$ cat config.mk
export PLATFORM = sky130hd
export DESIGN_NAME = fb_write_sequencer
export DESIGN_NICKNAME = d
export VERILOG_FILES = /design/src/rtl/fb_write_sequencer.sv
export SDC_FILE = /design/constraint.sdc
export NUM_CORES = 1
export LEC_CHECK = 0
export CORE_AREA = 2 2 107 109
export DETAILED_ROUTE_END_ITERATION = 7
export DIE_AREA = 0 0 109 111
export GPL_ROUTABILITY_DRIVEN = 0
export PLACE_DENSITY_LB_ADDON = 0.2
export SYNTH_ARGS = -nofsm -noshare
export SYNTH_HDL_FRONTEND = slang
export SYNTH_SLANG_ARGS = --single-unit
$ cat constraint.sdc
create_clock -name CLK -period 3.6 [get_ports CLK]
set_input_delay 0.72 -clock CLK [delete_from_list [all_inputs] [get_ports CLK]]
set_output_delay 0.72 -clock CLK [all_outputs]
set_load 0.05 [all_outputs]
$ cat src/rtl/fb_write_sequencer.sv
// Decodes the SPI word stream into frame-RAM writes and display commands,
// double-buffering the RAM and applying bank/position changes only on REFRESH.
module fb_write_sequencer #(
  parameter int unsigned PIC_X   = 120,
  parameter int unsigned PIC_Y   = 120,
  parameter int unsigned PIC     = PIC_X * PIC_Y,
  parameter int unsigned X_RESET = 280,
  parameter int unsigned Y_RESET = 200
) (
  input  logic        CLK,
  input  logic        RESET,
  input  logic        WORD_VALID,
  input  logic [15:0] WORD_DATA,
  input  logic        MSG_END,
  input  logic        REFRESH,
  output logic        WR_EN,
  output logic [14:0] WR_ADDR,
  output logic [15:0] WR_DATA,
  output logic        RD_BANK,
  output logic [10:0] POS_X,
  output logic [9:0]  POS_Y,
  output logic        FRAME_DONE,
  output logic        ERR_SHORT,
  output logic        ERR_OVERRUN
);

  localparam logic [1:0] ST_IDLE      = 2'd0;
  localparam logic [1:0] ST_PIXELS    = 2'd1;
  localparam logic [1:0] ST_WAIT_SWAP = 2'd2;
  localparam logic [1:0] ST_DISCARD   = 2'd3;

  localparam logic [3:0] OP_FRAME = 4'h1;
  localparam logic [3:0] OP_SET_X = 4'h2;
  localparam logic [3:0] OP_SET_Y = 4'h3;

  localparam logic [13:0] PIC_IDX  = 14'(PIC);
  localparam logic [14:0] PIC_ADDR = 15'(PIC);
  localparam logic [10:0] X_RST    = 11'(X_RESET);
  localparam logic [9:0]  Y_RST    = 10'(Y_RESET);

  logic [1:0]  state_q, state_d;
  logic [13:0] index_q, index_d;
  logic        rd_bank_q, rd_bank_d;
  logic [10:0] pos_x_q, pos_x_d;
  logic [9:0]  pos_y_q, pos_y_d;
  logic [10:0] shadow_x_q, shadow_x_d;
  logic [9:0]  shadow_y_q, shadow_y_d;
  // Set from the second WAIT_SWAP cycle on, so a REFRESH landing on the final write is not used.
  logic        armed_q, armed_d;
  logic        wr_en_q, wr_en_d;
  logic [14:0] wr_addr_q, wr_addr_d;
  logic [15:0] wr_data_q, wr_data_d;
  logic        frame_done_q, frame_done_d;
  logic        err_short_q, err_short_d;
  logic        err_overrun_q, err_overrun_d;
  logic [14:0] wr_base_s;

  assign wr_base_s = rd_bank_q ? 15'd0 : PIC_ADDR;

  // Next-state decode for the sequencer FSM and all registered outputs.
  always_comb begin
    state_d       = state_q;
    index_d       = index_q;
    rd_bank_d     = rd_bank_q;
    pos_x_d       = pos_x_q;
    pos_y_d       = pos_y_q;
    shadow_x_d    = shadow_x_q;
    shadow_y_d    = shadow_y_q;
    armed_d       = 1'b0;
    wr_en_d       = 1'b0;
    wr_addr_d     = wr_addr_q;
    wr_data_d     = wr_data_q;
    frame_done_d  = 1'b0;
    err_short_d   = 1'b0;
    err_overrun_d = 1'b0;

    if (REFRESH && (state_q != ST_WAIT_SWAP)) begin
      pos_x_d = shadow_x_q;
      pos_y_d = shadow_y_q;
    end else begin
      pos_x_d = pos_x_q;
      pos_y_d = pos_y_q;
    end

    case (state_q)
      ST_IDLE: begin
        if (WORD_VALID) begin
          case (WORD_DATA[15:12])
            OP_FRAME: begin
              index_d = 14'd0;
              if (MSG_END) begin
                err_short_d = 1'b1;
                state_d     = ST_IDLE;
              end else begin
                state_d = ST_PIXELS;
              end
            end
            OP_SET_X: begin
              shadow_x_d = WORD_DATA[10:0];
              state_d    = MSG_END ? ST_IDLE : ST_DISCARD;
            end
            OP_SET_Y: begin
              shadow_y_d = WORD_DATA[9:0];
              state_d    = MSG_END ? ST_IDLE : ST_DISCARD;
            end
            default: begin
              state_d = MSG_END ? ST_IDLE : ST_DISCARD;
            end
          endcase
        end else begin
          state_d = ST_IDLE;
        end
      end

      ST_PIXELS: begin
        if (WORD_VALID) begin
          wr_en_d   = 1'b1;
          wr_data_d = WORD_DATA;
          wr_addr_d = wr_base_s + {1'b0, index_q};
          index_d   = index_q + 14'd1;
        end else begin
          index_d = index_q;
        end
        // The word is counted before MSG_END is judged, so a last pixel with MSG_END is not short.
        if (index_d == PIC_IDX) begin
          state_d = ST_WAIT_SWAP;
        end else if (MSG_END) begin
          err_short_d = 1'b1;
          state_d     = ST_IDLE;
        end else begin
          state_d = ST_PIXELS;
        end
      end

      ST_WAIT_SWAP: begin
        armed_d       = 1'b1;
        err_overrun_d = WORD_VALID;
        if (REFRESH && armed_q) begin
          rd_bank_d    = ~rd_bank_q;
          pos_x_d      = shadow_x_q;
          pos_y_d      = shadow_y_q;
          frame_done_d = 1'b1;
          state_d      = ST_IDLE;
        end else begin
          state_d = ST_WAIT_SWAP;
        end
      end

      ST_DISCARD: begin
        if (MSG_END) begin
          state_d = ST_IDLE;
        end else begin
          state_d = ST_DISCARD;
        end
      end

      default: begin
        state_d = ST_IDLE;
      end
    endcase
  end

  // State and output registers.
  always_ff @(posedge CLK or posedge RESET) begin
    if (RESET) begin
      state_q       <= ST_IDLE;
      index_q       <= 14'd0;
      rd_bank_q     <= 1'b0;
      pos_x_q       <= X_RST;
      pos_y_q       <= Y_RST;
      shadow_x_q    <= X_RST;
      shadow_y_q    <= Y_RST;
      armed_q       <= 1'b0;
      wr_en_q       <= 1'b0;
      wr_addr_q     <= 15'd0;
      wr_data_q     <= 16'd0;
      frame_done_q  <= 1'b0;
      err_short_q   <= 1'b0;
      err_overrun_q <= 1'b0;
    end else begin
      state_q       <= state_d;
      index_q       <= index_d;
      rd_bank_q     <= rd_bank_d;
      pos_x_q       <= pos_x_d;
      pos_y_q       <= pos_y_d;
      shadow_x_q    <= shadow_x_d;
      shadow_y_q    <= shadow_y_d;
      armed_q       <= armed_d;
      wr_en_q       <= wr_en_d;
      wr_addr_q     <= wr_addr_d;
      wr_data_q     <= wr_data_d;
      frame_done_q  <= frame_done_d;
      err_short_q   <= err_short_d;
      err_overrun_q <= err_overrun_d;
    end
  end

  assign WR_EN       = wr_en_q;
  assign WR_ADDR     = wr_addr_q;
  assign WR_DATA     = wr_data_q;
  assign RD_BANK     = rd_bank_q;
  assign POS_X       = pos_x_q;
  assign POS_Y       = pos_y_q;
  assign FRAME_DONE  = frame_done_q;
  assign ERR_SHORT   = err_short_q;
  assign ERR_OVERRUN = err_overrun_q;

endmodule

==> impl_metrics.env, run 1 <==
export IMPL_status="complete, no violations"
export IMPL_cts_root_buffer="clkbuf_16"
export IMPL_layout_setup_ws_ns=1.01
export IMPL_num_vias=2849
export IMPL_initial_utilization_pct=38.3
export IMPL_synth_top_area_share_pct=48.9
export IMPL_ys_warn_count=0
export IMPL_via_per_inst=5.07
export IMPL_antenna_found_initial=0
export IMPL_final_util_pct=49.3
export IMPL_synth_top_cells_by_count="dfrtp_1, mux2_2, o21ai_0"
export IMPL_slew_violations=0
export IMPL_period_needed_ns=2.59
export IMPL_dp_cells=546
export IMPL_drtAntennaViolNets=0
export IMPL_die_x_um=109
export IMPL_post_dp_hpwl_um=6130
export IMPL_multi_input_area_mm2=0.00173
export IMPL_crit_family="simple AND/OR/NAND/NOR gates"
export IMPL_dr_wl_met2_um=4170
export IMPL_critPathBufInv=1
export IMPL_first_iter_violations=66
export IMPL_yosysSeqAreaShare_pct=56.4
export IMPL_setup_viol=0
export IMPL_critical_path_slowest_cell="clkdlybuf4s50_1"
export IMPL_portBuffers=77
export IMPL_arrival_ns=2.81
export IMPL_p_leak_nw=2.33
export IMPL_worst_pin_slew_ns=0.706
export IMPL_ys_flop_type="dfrtp_1"
export IMPL_postSynthCellCount=341
export IMPL_ctsResizeCount=0
export IMPL_drc=0
export IMPL_rows=39
export IMPL_grt_max_degree=57
export IMPL_hold_class="reg -> reg"
export IMPL_syn_area_per_cell_um2=12.4
export IMPL_power_mw=4.67
export IMPL_synth_most_common_cell="dfrtp_1"
export IMPL_cts_tree="yes"
export IMPL_regArea_mm2=0.00239
export IMPL_nFillCells=1019
export IMPL_yosys_top_cells_area="dfrtp_1, mux2_2, dfstp_2, o21ai_0, ha_1"
export IMPL_dieHeight_um=111
export IMPL_synth_edff_count=0
export IMPL_synthToLayoutAreaGrowth_pct=28.5
export IMPL_finalCritPeriodShare_pct=71.9
export IMPL_grt_ovfl_total=0
export IMPL_wl_met1_um=3890
export IMPL_grtUsageTotal_pct=15.5
export IMPL_syn_num_nets=368
export IMPL_fin_tns_setup_ns=0
export IMPL_grt_pass1_wl_um=14600
export IMPL_ys_ff_latch=95
export IMPL_critPathMaxFanout=10
export IMPL_diodes=0
export IMPL_clk_latency_ns=0.33
export IMPL_path_clk_slew_ns=0.07
export IMPL_first_global_vias=2873
export IMPL_boundaryPins=78
export IMPL_critPathLaunch="WORD_VALID"
export IMPL_r2r_start="state_q[0]$_DFF_PP0_"
export IMPL_ir_worst_vdd_uv=443
export IMPL_slowest_delay_ns=0.63
export IMPL_clockBufferDepth=2
export IMPL_postCtsSetupBuffers=0
export IMPL_cp_cell_sequence="clkdlybuf4s50_1 -> and4_1 -> nor4b_4 -> nor3b_1 -> a31oi_1 -> nor4_2 -> a211o_1"
export IMPL_worstHoldStart="WR_ADDR[10]$_DFFE_PP0P_"
export IMPL_max_cap_viol_count=0
export IMPL_routed_wl_um=8780
export IMPL_rsz0062_at_grt="no"
export IMPL_wl_met3_um=643
export IMPL_yosysTopAreaCell="dfrtp_1"
export IMPL_endpoint_kind="register"
export IMPL_netlist_area_mm2=0.00425
export IMPL_drive_gt1_share_pct=25.8
export IMPL_fmax_mhz=386
export IMPL_setup_worst_path_start_class="input port"
export IMPL_hold_violations=0
export IMPL_fin_skew_ns=0.00653
export IMPL_async_flop_share_pct=100
export IMPL_maxSlewHeadroom_pct=52.9
export IMPL_critical_path_required_ns=3.83
export IMPL_powerDensity_mw_per_mm2=855
export IMPL_wl_per_cell_um=15.6
export IMPL_cts_buffers=9
export IMPL_ys_types=47
export IMPL_coreArea_mm2=0.0111
export IMPL_holdBufCountCts=0
export IMPL_pre_cts_slack_ns=0.658
export IMPL_drt_pass1_iter_count=4
export IMPL_highest_layer="met4"
export IMPL_layout_nets=441
export IMPL_die_area_mm2=0.0121
export IMPL_cts_sinks=95
export IMPL_htreeDepth=3
export IMPL_post_layout_nonfiller_instances=562
export IMPL_path_class="in -> reg"
final cells by class:
class	count	share of cell area, %
Timing Repair Buffer	82	15.3
Tap cell	143	3.28
Inverter	8	0.596
Clock buffer	11	4.27
Multi-Input combinational cell	218	31.6
Clock inverter	5	1.10
Sequential cell	95	43.8
routing by layer:
metal  track usage [%]  up-vias
met5                 0        -
met4              4.53        0
met3              5.64        5
met2              23.7       67
met1              20.4     1411
li1                  -     1366
cells in the final DEF (no fill, tap or decap), types with 3 or more instances in the layout:
cell type / n
nand3b_1: 3
and4_1: 3
nor2_1: 13
nand3_1: 6
and3_1: 3
a31oi_1: 4
inv_1: 7
xnor2_1: 8
xor2_1: 4
clkdlybuf4s50_1: 77
buf_4: 3
clkbuf_16: 9
nor2b_1: 3
o21ai_0: 31
dfstp_2: 12
o31ai_1: 3
nor3_1: 5
nand2_1: 20
nand4_1: 6
a21oi_1: 5
ha_1: 6
mux2_2: 65
dfrtp_1: 83
worst paths after layout:
path / end / slack [ns] / cells after the start
max reg2reg: WR_DATA[2]$_DFFE_PP0P_ / 1.16 / 5
min in group asynchronous: WR_ADDR[9]$_DFFE_PP0P_ / 0.78 / 2
min reg2reg: WR_ADDR[10]$_DFFE_PP0P_ / 0.48 / 2
max: state_q[1]$_DFF_PP0_ / 1.01 / 7
min: WR_ADDR[10]$_DFFE_PP0P_ / 0.48 / 2
max in group asynchronous: shadow_y_q[6]$_DFFE_PP1P_ / 2.10 / 3
stage by stage:
stage | hold WS (ns) | area (µm²)
global placement | 0.463 | 5160
detailed placement | 0.471 | 5160
finish | 0.478 | 5460
global route | 0.505 | 5460
floorplan | 0.451 | 4250
CTS | 0.487 | 5460
worst reg2reg max path, stage by stage, from the launching register on:
cell     delay, ns
dfrtp_1       0.52
nor2b_1       0.63
nand2_1       0.15
inv_1         0.46
buf_12        0.23
mux2_2        0.34
flip-flops by register name, summed over array words and instances (netlist names):
name	cells
WR_DATA	16
WR_ADDR	15
index_q	14
POS_X	11
shadow_x_q	11
POS_Y	10
shadow_y_q	10
state_q	2
ERR_OVERRUN	1
ERR_SHORT	1
FRAME_DONE	1
RD_BANK	1
WR_EN	1
armed_q	1
cells by family after synthesis:
group | Yosys count | synth area share [%]
flops | 95 | 56.4
compound gates | 55 | 7.72
fa+ha+maj | 6 | 1.77
xor+xnor | 12 | 2.48
buf+inv | 28 | 3.21
mux | 67 | 17.7
simple gates | 78 | 10.8
power by group:
group / switching (mW) / internal (mW)
sequential: 0.213 / 1.47
clock: 0.396 / 0.540
combinational: 1.25 / 0.792
(Power assumes the default switching activity.)
==> run 2: changes to the inputs <==
Clock period 3.6 ns to 2.1 ns, I/O delays scaled along.
==> run 2 against run 1 <==
- wire length grew 3.1%
- total power increased by 74%
- die area is the same
- cell area up 4.8%
- via count rose by 3.0%
- global-route usage increased by 0.56 points
- clock skew shrank 0.0011 ns
- worst setup slack got worse by 0.86 ns
- sequential power up 70%
==> impl_metrics.env, run 2 (synthesis results as in run 1) <==
export IMPL_status="complete, no violations"
export IMPL_rsz0062_at_grt="no"
export IMPL_diodes=0
export IMPL_setup_viol=0
export IMPL_maxSlewHeadroom_pct=63.5
export IMPL_hold_class="reg -> reg"
export IMPL_dieHeight_um=111
export IMPL_holdWs_ns=0.475
export IMPL_die_area_mm2=0.0121
export IMPL_critical_path_required_ns=2.31
export IMPL_wl_per_cell_um=15.3
export IMPL_initial_utilization_pct=38.3
export IMPL_slowest_delay_ns=0.48
export IMPL_hold_violations=0
export IMPL_coreArea_mm2=0.0111
export IMPL_antenna_found_initial=0
export IMPL_layout_nets=470
export IMPL_fin_area_mm2=0.00572
export IMPL_rows=39
export IMPL_critPathMaxFanout=6
export IMPL_num_vias=2934
export IMPL_drive_gt1_share_pct=32.6
export IMPL_synthToLayoutAreaGrowth_pct=34.7
export IMPL_p_leak_nw=2.54
export IMPL_fmax_mhz=513
export IMPL_portBuffers=77
export IMPL_grt_max_degree=96
export IMPL_layout_commonest_cell="dfrtp_1"
export IMPL_cts_buffers=9
export IMPL_htreeDepth=3
export IMPL_powerDensity_mw_per_mm2=1420
export IMPL_drt_pass1_iter_count=5
export IMPL_nFillCells=995
export IMPL_dpl_cell_area_mm2=0.00539
export IMPL_largest_register_ffs=16
export IMPL_slew_violations=0
export IMPL_grt_pass1_wl_um=15300
export IMPL_clk_latency_ns=0.33
export IMPL_cts_root_buffer="clkbuf_16"
export IMPL_r2r_slack_ns=0.19
export IMPL_grtUsageTotal_pct=16.0
export IMPL_path_class="in -> reg"
export IMPL_path_clk_slew_ns=0.06
export IMPL_worst_pin_slew_ns=0.546
export IMPL_max_cap_viol_count=0
export IMPL_via_per_inst=4.96
export IMPL_boundaryPins=78
export IMPL_die_x_um=109
export IMPL_layout_common_cells="dfrtp_1, clkdlybuf4s50_1, mux2_2, buf_4, o21ai_0"
export IMPL_arrival_ns=2.16
export IMPL_ctsResizeCount=0
export IMPL_grt_ovfl_total=0
export IMPL_critical_path_slowest_cell="clkdlybuf4s50_1"
export IMPL_drc=0
export IMPL_first_iter_violations=97
export IMPL_holdBufCountCts=0
export IMPL_final_util_pct=51.6
export IMPL_drtAntennaViolNets=0
export IMPL_first_global_vias=3165
export IMPL_finalCritPeriodShare_pct=92.8
export IMPL_cp_cell_sequence="clkdlybuf4s50_1 -> and4_2 -> buf_4 -> nand4_1 -> o22ai_1 -> o2111ai_2 -> nor4_2 -> nor3_1"
export IMPL_cts_tree="yes"
export IMPL_period_needed_ns=1.95
export IMPL_endpoint_kind="register"
export IMPL_fin_tns_setup_ns=0
export IMPL_routed_wl_um=9050
export IMPL_clockBufferDepth=2
export IMPL_ir_worst_vdd_uv=875
export IMPL_cts_sinks=95
export IMPL_postCtsSetupBuffers=0
export IMPL_fin_skew_ns=0.00542
export IMPL_setup_worst_path_start_class="input port"
export IMPL_post_dp_hpwl_um=6380
## run 2: report_power, final
group          switching [mW]  total, mW  internal (mW)
logic                    2.17       3.59           1.42
clock network           0.701       1.66          0.962
registers               0.355       2.88           2.53
## run 2: path summary, 6_finish.rpt
kind                                          from                 endpoint  depth (start not counted)
hold / removal             WR_ADDR[10]$_DFFE_PP0P_  WR_ADDR[10]$_DFFE_PP0P_                          2
hold reg to reg            WR_ADDR[10]$_DFFE_PP0P_  WR_ADDR[10]$_DFFE_PP0P_                          2
max in group asynchronous                    RESET       POS_Y[3]$_DFF_PP1_                          3
setup reg to reg            index_q[1]$_DFFE_PP0P_     state_q[1]$_DFF_PP0_                          6
min in group asynchronous                    RESET   WR_DATA[7]$_DFFE_PP0P_                          3
setup / recovery                        WORD_VALID     state_q[0]$_DFF_PP0_                          8
## run 2: layout make-up
cell class,count,area (µm²),area share (%)
clock inverters,6,66.3,1.16
well taps,143,179,3.13
inverters,8,33.8,0.591
flip-flops and latches,95,2390,41.9
repair buffers,111,1070,18.7
multi-input cells,218,1740,30.4
clock buffers,10,239,4.18
## run 2: layer usage
layer	track usage, %	part of all wire [%]	vias to the layer above
li1	-	-	1417
met1	19.7	43	1453
met2	26.5	50	56
met3	5.76	6.1	8
met4	4.36	1.1	0
met5	0	0	-
## run 2: per-stage QoR
stage	cells	setup slack, ns	total power, mW
after floorplan	341	0.194	5.32
after global placement	575	-0.183	6.48
after detailed placement	575	-0.255	6.54
after CTS	591	0.00118	8.24
after global routing	591	0.0102	8.55
final	591	0.152	8.14
## run 2: worst max-delay path: cells and delay by family
| family | cells | cell delay, ns |
|---|---|---|
| compound gates | 2 | 0.41 |
| buf+inv | 2 | 0.63 |
| simple gates | 4 | 0.70 |
==> run 3: changes to the inputs <==
Settings changed: DONT_BUFFER_PORTS from default to 1, GPL_TIMING_DRIVEN from default to 0.
==> run 3 against run 2 <==
- largest cell class unchanged
- wire length decreased by 1.5%
- cell area decreased by 14%
- worst setup slack got worse by 0.11 ns
- first-iteration DRC count decreased by 11%
- global-route usage decreased by 0.47 points
- die area unchanged
- via count decreased by 8.5%
- critical endpoint unchanged
==> impl_metrics.env, run 3 (synthesis results as in run 1) <==
export IMPL_die_x_um=109
export IMPL_fin_skew_ns=0.00691
export IMPL_power_mw=7.39
export IMPL_coreArea_mm2=0.0111
export IMPL_layout_commonest_cell="dfrtp_1"
export IMPL_portBuffers=0
export IMPL_fin_area_mm2=0.00489
export IMPL_via_per_inst=5.26
export IMPL_power_frac_comb_pct=17.6
export IMPL_p_switching_mw=3.14
export IMPL_power_share_sequential_pct=59.3
export IMPL_grt_ovfl_total=0
export IMPL_setup_worst_path_start_class="register"
export IMPL_wl_met1_um=3670
export IMPL_drtAntennaViolNets=0
export IMPL_holdWs_ns=0.0190
export IMPL_period_needed_ns=2.06
export IMPL_setup_viol=0
export IMPL_first_iter_violations=86
export IMPL_finalCritPeriodShare_pct=98.0
export IMPL_die_area_mm2=0.0121
export IMPL_path_clk_slew_ns=0.07
export IMPL_layout_setup_ws_ns=0.0416
export IMPL_rows=39
export IMPL_layout_nets=389
export IMPL_clk_latency_ns=0.34
export IMPL_final_util_pct=44.2
export IMPL_first_global_vias=2763
export IMPL_wl_per_cell_um=17.5
export IMPL_wl_met3_um=680
export IMPL_initial_utilization_pct=38.3
export IMPL_htreeDepth=3
export IMPL_num_vias=2684
export IMPL_post_dp_hpwl_um=6320
export IMPL_swShare_pct=42.5
export IMPL_dieHeight_um=111
export IMPL_fmax_mhz=486
export IMPL_boundaryPins=78
export IMPL_max_cap_viol_count=0
export IMPL_endpoint_kind="register"
export IMPL_antenna_found_initial=0
export IMPL_dr_wl_met2_um=4410
export IMPL_dpl_cell_area_mm2=0.00447
export IMPL_cts_tree="yes"
export IMPL_cts_sinks=95
export IMPL_powerDensity_mw_per_mm2=1510
export IMPL_grt_pass1_wl_um=14400
export IMPL_pre_cts_slack_ns=-0.0261
export IMPL_highest_layer="met4"
export IMPL_grt_max_degree=40
export IMPL_arrival_ns=2.27
export IMPL_clockBufferDepth=2
export IMPL_largest_register_ffs=16
export IMPL_maxSlewHeadroom_pct=58.4
export IMPL_ir_worst_vdd_uv=724
export IMPL_p_leak_nw=2.15
export IMPL_status="complete, no violations"
export IMPL_hold_class="in -> async"
export IMPL_grtUsageTotal_pct=15.6
export IMPL_path_class="reg -> reg"
export IMPL_routed_wl_um=8920
export IMPL_rr_worst_depth=7
export IMPL_holdBufCountCts=0
export IMPL_layout_common_cells="dfrtp_1, mux2_2, o21ai_0, nand2_1, nor2_1"
export IMPL_cts_root_buffer="clkbuf_16"
export IMPL_synthToLayoutAreaGrowth_pct=15.2
export IMPL_drc=0
export IMPL_rsz0062_at_grt="yes"
export IMPL_drive_gt1_share_pct=38.1
export IMPL_cts_buffers=9
export IMPL_worst_pin_slew_ns=0.623
export IMPL_diodes=0
export IMPL_slew_violations=0
export IMPL_power_internal_mw=4.25
export IMPL_p_clk_share_pct=23.2
export IMPL_critical_path_required_ns=2.32
export IMPL_hold_violations=0
export IMPL_critPathMaxFanout=7
export IMPL_drt_pass1_iter_count=4
-- run 3: power groups by stage --
| stage | clock network [mW] | registers (mW) | logic (mW) |
|---|---|---|---|
| finish | 1.71 | 4.38 | 1.30 |
| global route | 1.84 | 4.47 | 1.45 |
| CTS | 1.77 | 4.39 | 1.27 |
| detailed placement | 0 | 4.42 | 1.26 |
| global placement | 0 | 4.41 | 1.21 |
| floorplan | 0 | 4.27 | 1.04 |
-- run 3: timing repair --
action                     in CTS  in global routing
cloned                          0                  0
resized for setup               3                 14
setup endpoints to repair      17                 37
setup buffers                   0                  9
pin swaps                       0                  7
-- run 3: metrics by stage --
step,setup TNS (ns),cells
finish,0,510
global route,-0.353,510
CTS,0,502
detailed placement,-0.191,486
global placement,-0.0649,484
floorplan,0,341
-- run 3: path summary, 6_finish.rpt --
| check | slack (ns) | start | end |
|---|---|---|---|
| setup / recovery | 0.04 | index_q[0]$_DFFE_PP0P_ | state_q[0]$_DFF_PP0_ |
| hold / removal | 0.02 | RESET | WR_DATA[7]$_DFFE_PP0P_ |
| setup reg to reg | 0.04 | index_q[0]$_DFFE_PP0P_ | state_q[0]$_DFF_PP0_ |
| hold reg to reg | 0.51 | shadow_y_q[0]$_DFFE_PP0P_ | shadow_y_q[0]$_DFFE_PP0P_ |
| max in group asynchronous | 1.44 | RESET | POS_X[8]$_DFF_PP1_ |
| min in group CLK | 0.15 | MSG_END | state_q[0]$_DFF_PP0_ |
-- run 3: cell type report --
| type | instances | area (µm²) |
|---|---|---|
| clock buffers | 11 | 253 |
| well taps | 143 | 179 |
| clock inverters | 5 | 62.6 |
| flip-flops and latches | 95 | 2400 |
| plain buffers | 19 | 113 |
| repair buffers | 11 | 108 |
| multi-input cells | 218 | 1750 |
| inverters | 8 | 33.8 |
| fillers | 1025 | 6190 |
-- run 3: per-layer routing --
layer	up-vias	GRT usage, %
li1	1259	-
met1	1347	19.1
met2	66	25.0
met3	12	5.00
met4	0	6.50
met5	-	0
-- run 3: critical path, cell delays in order, from the launching register on --
cell and delay [ns]:
dfrtp_2 0.43, ha_4 0.18, nand4_1 0.21, nor3_2 0.29, xnor2_1 0.16, o2111ai_2 0.18
nor4_2 0.37, nor3_1 0.11
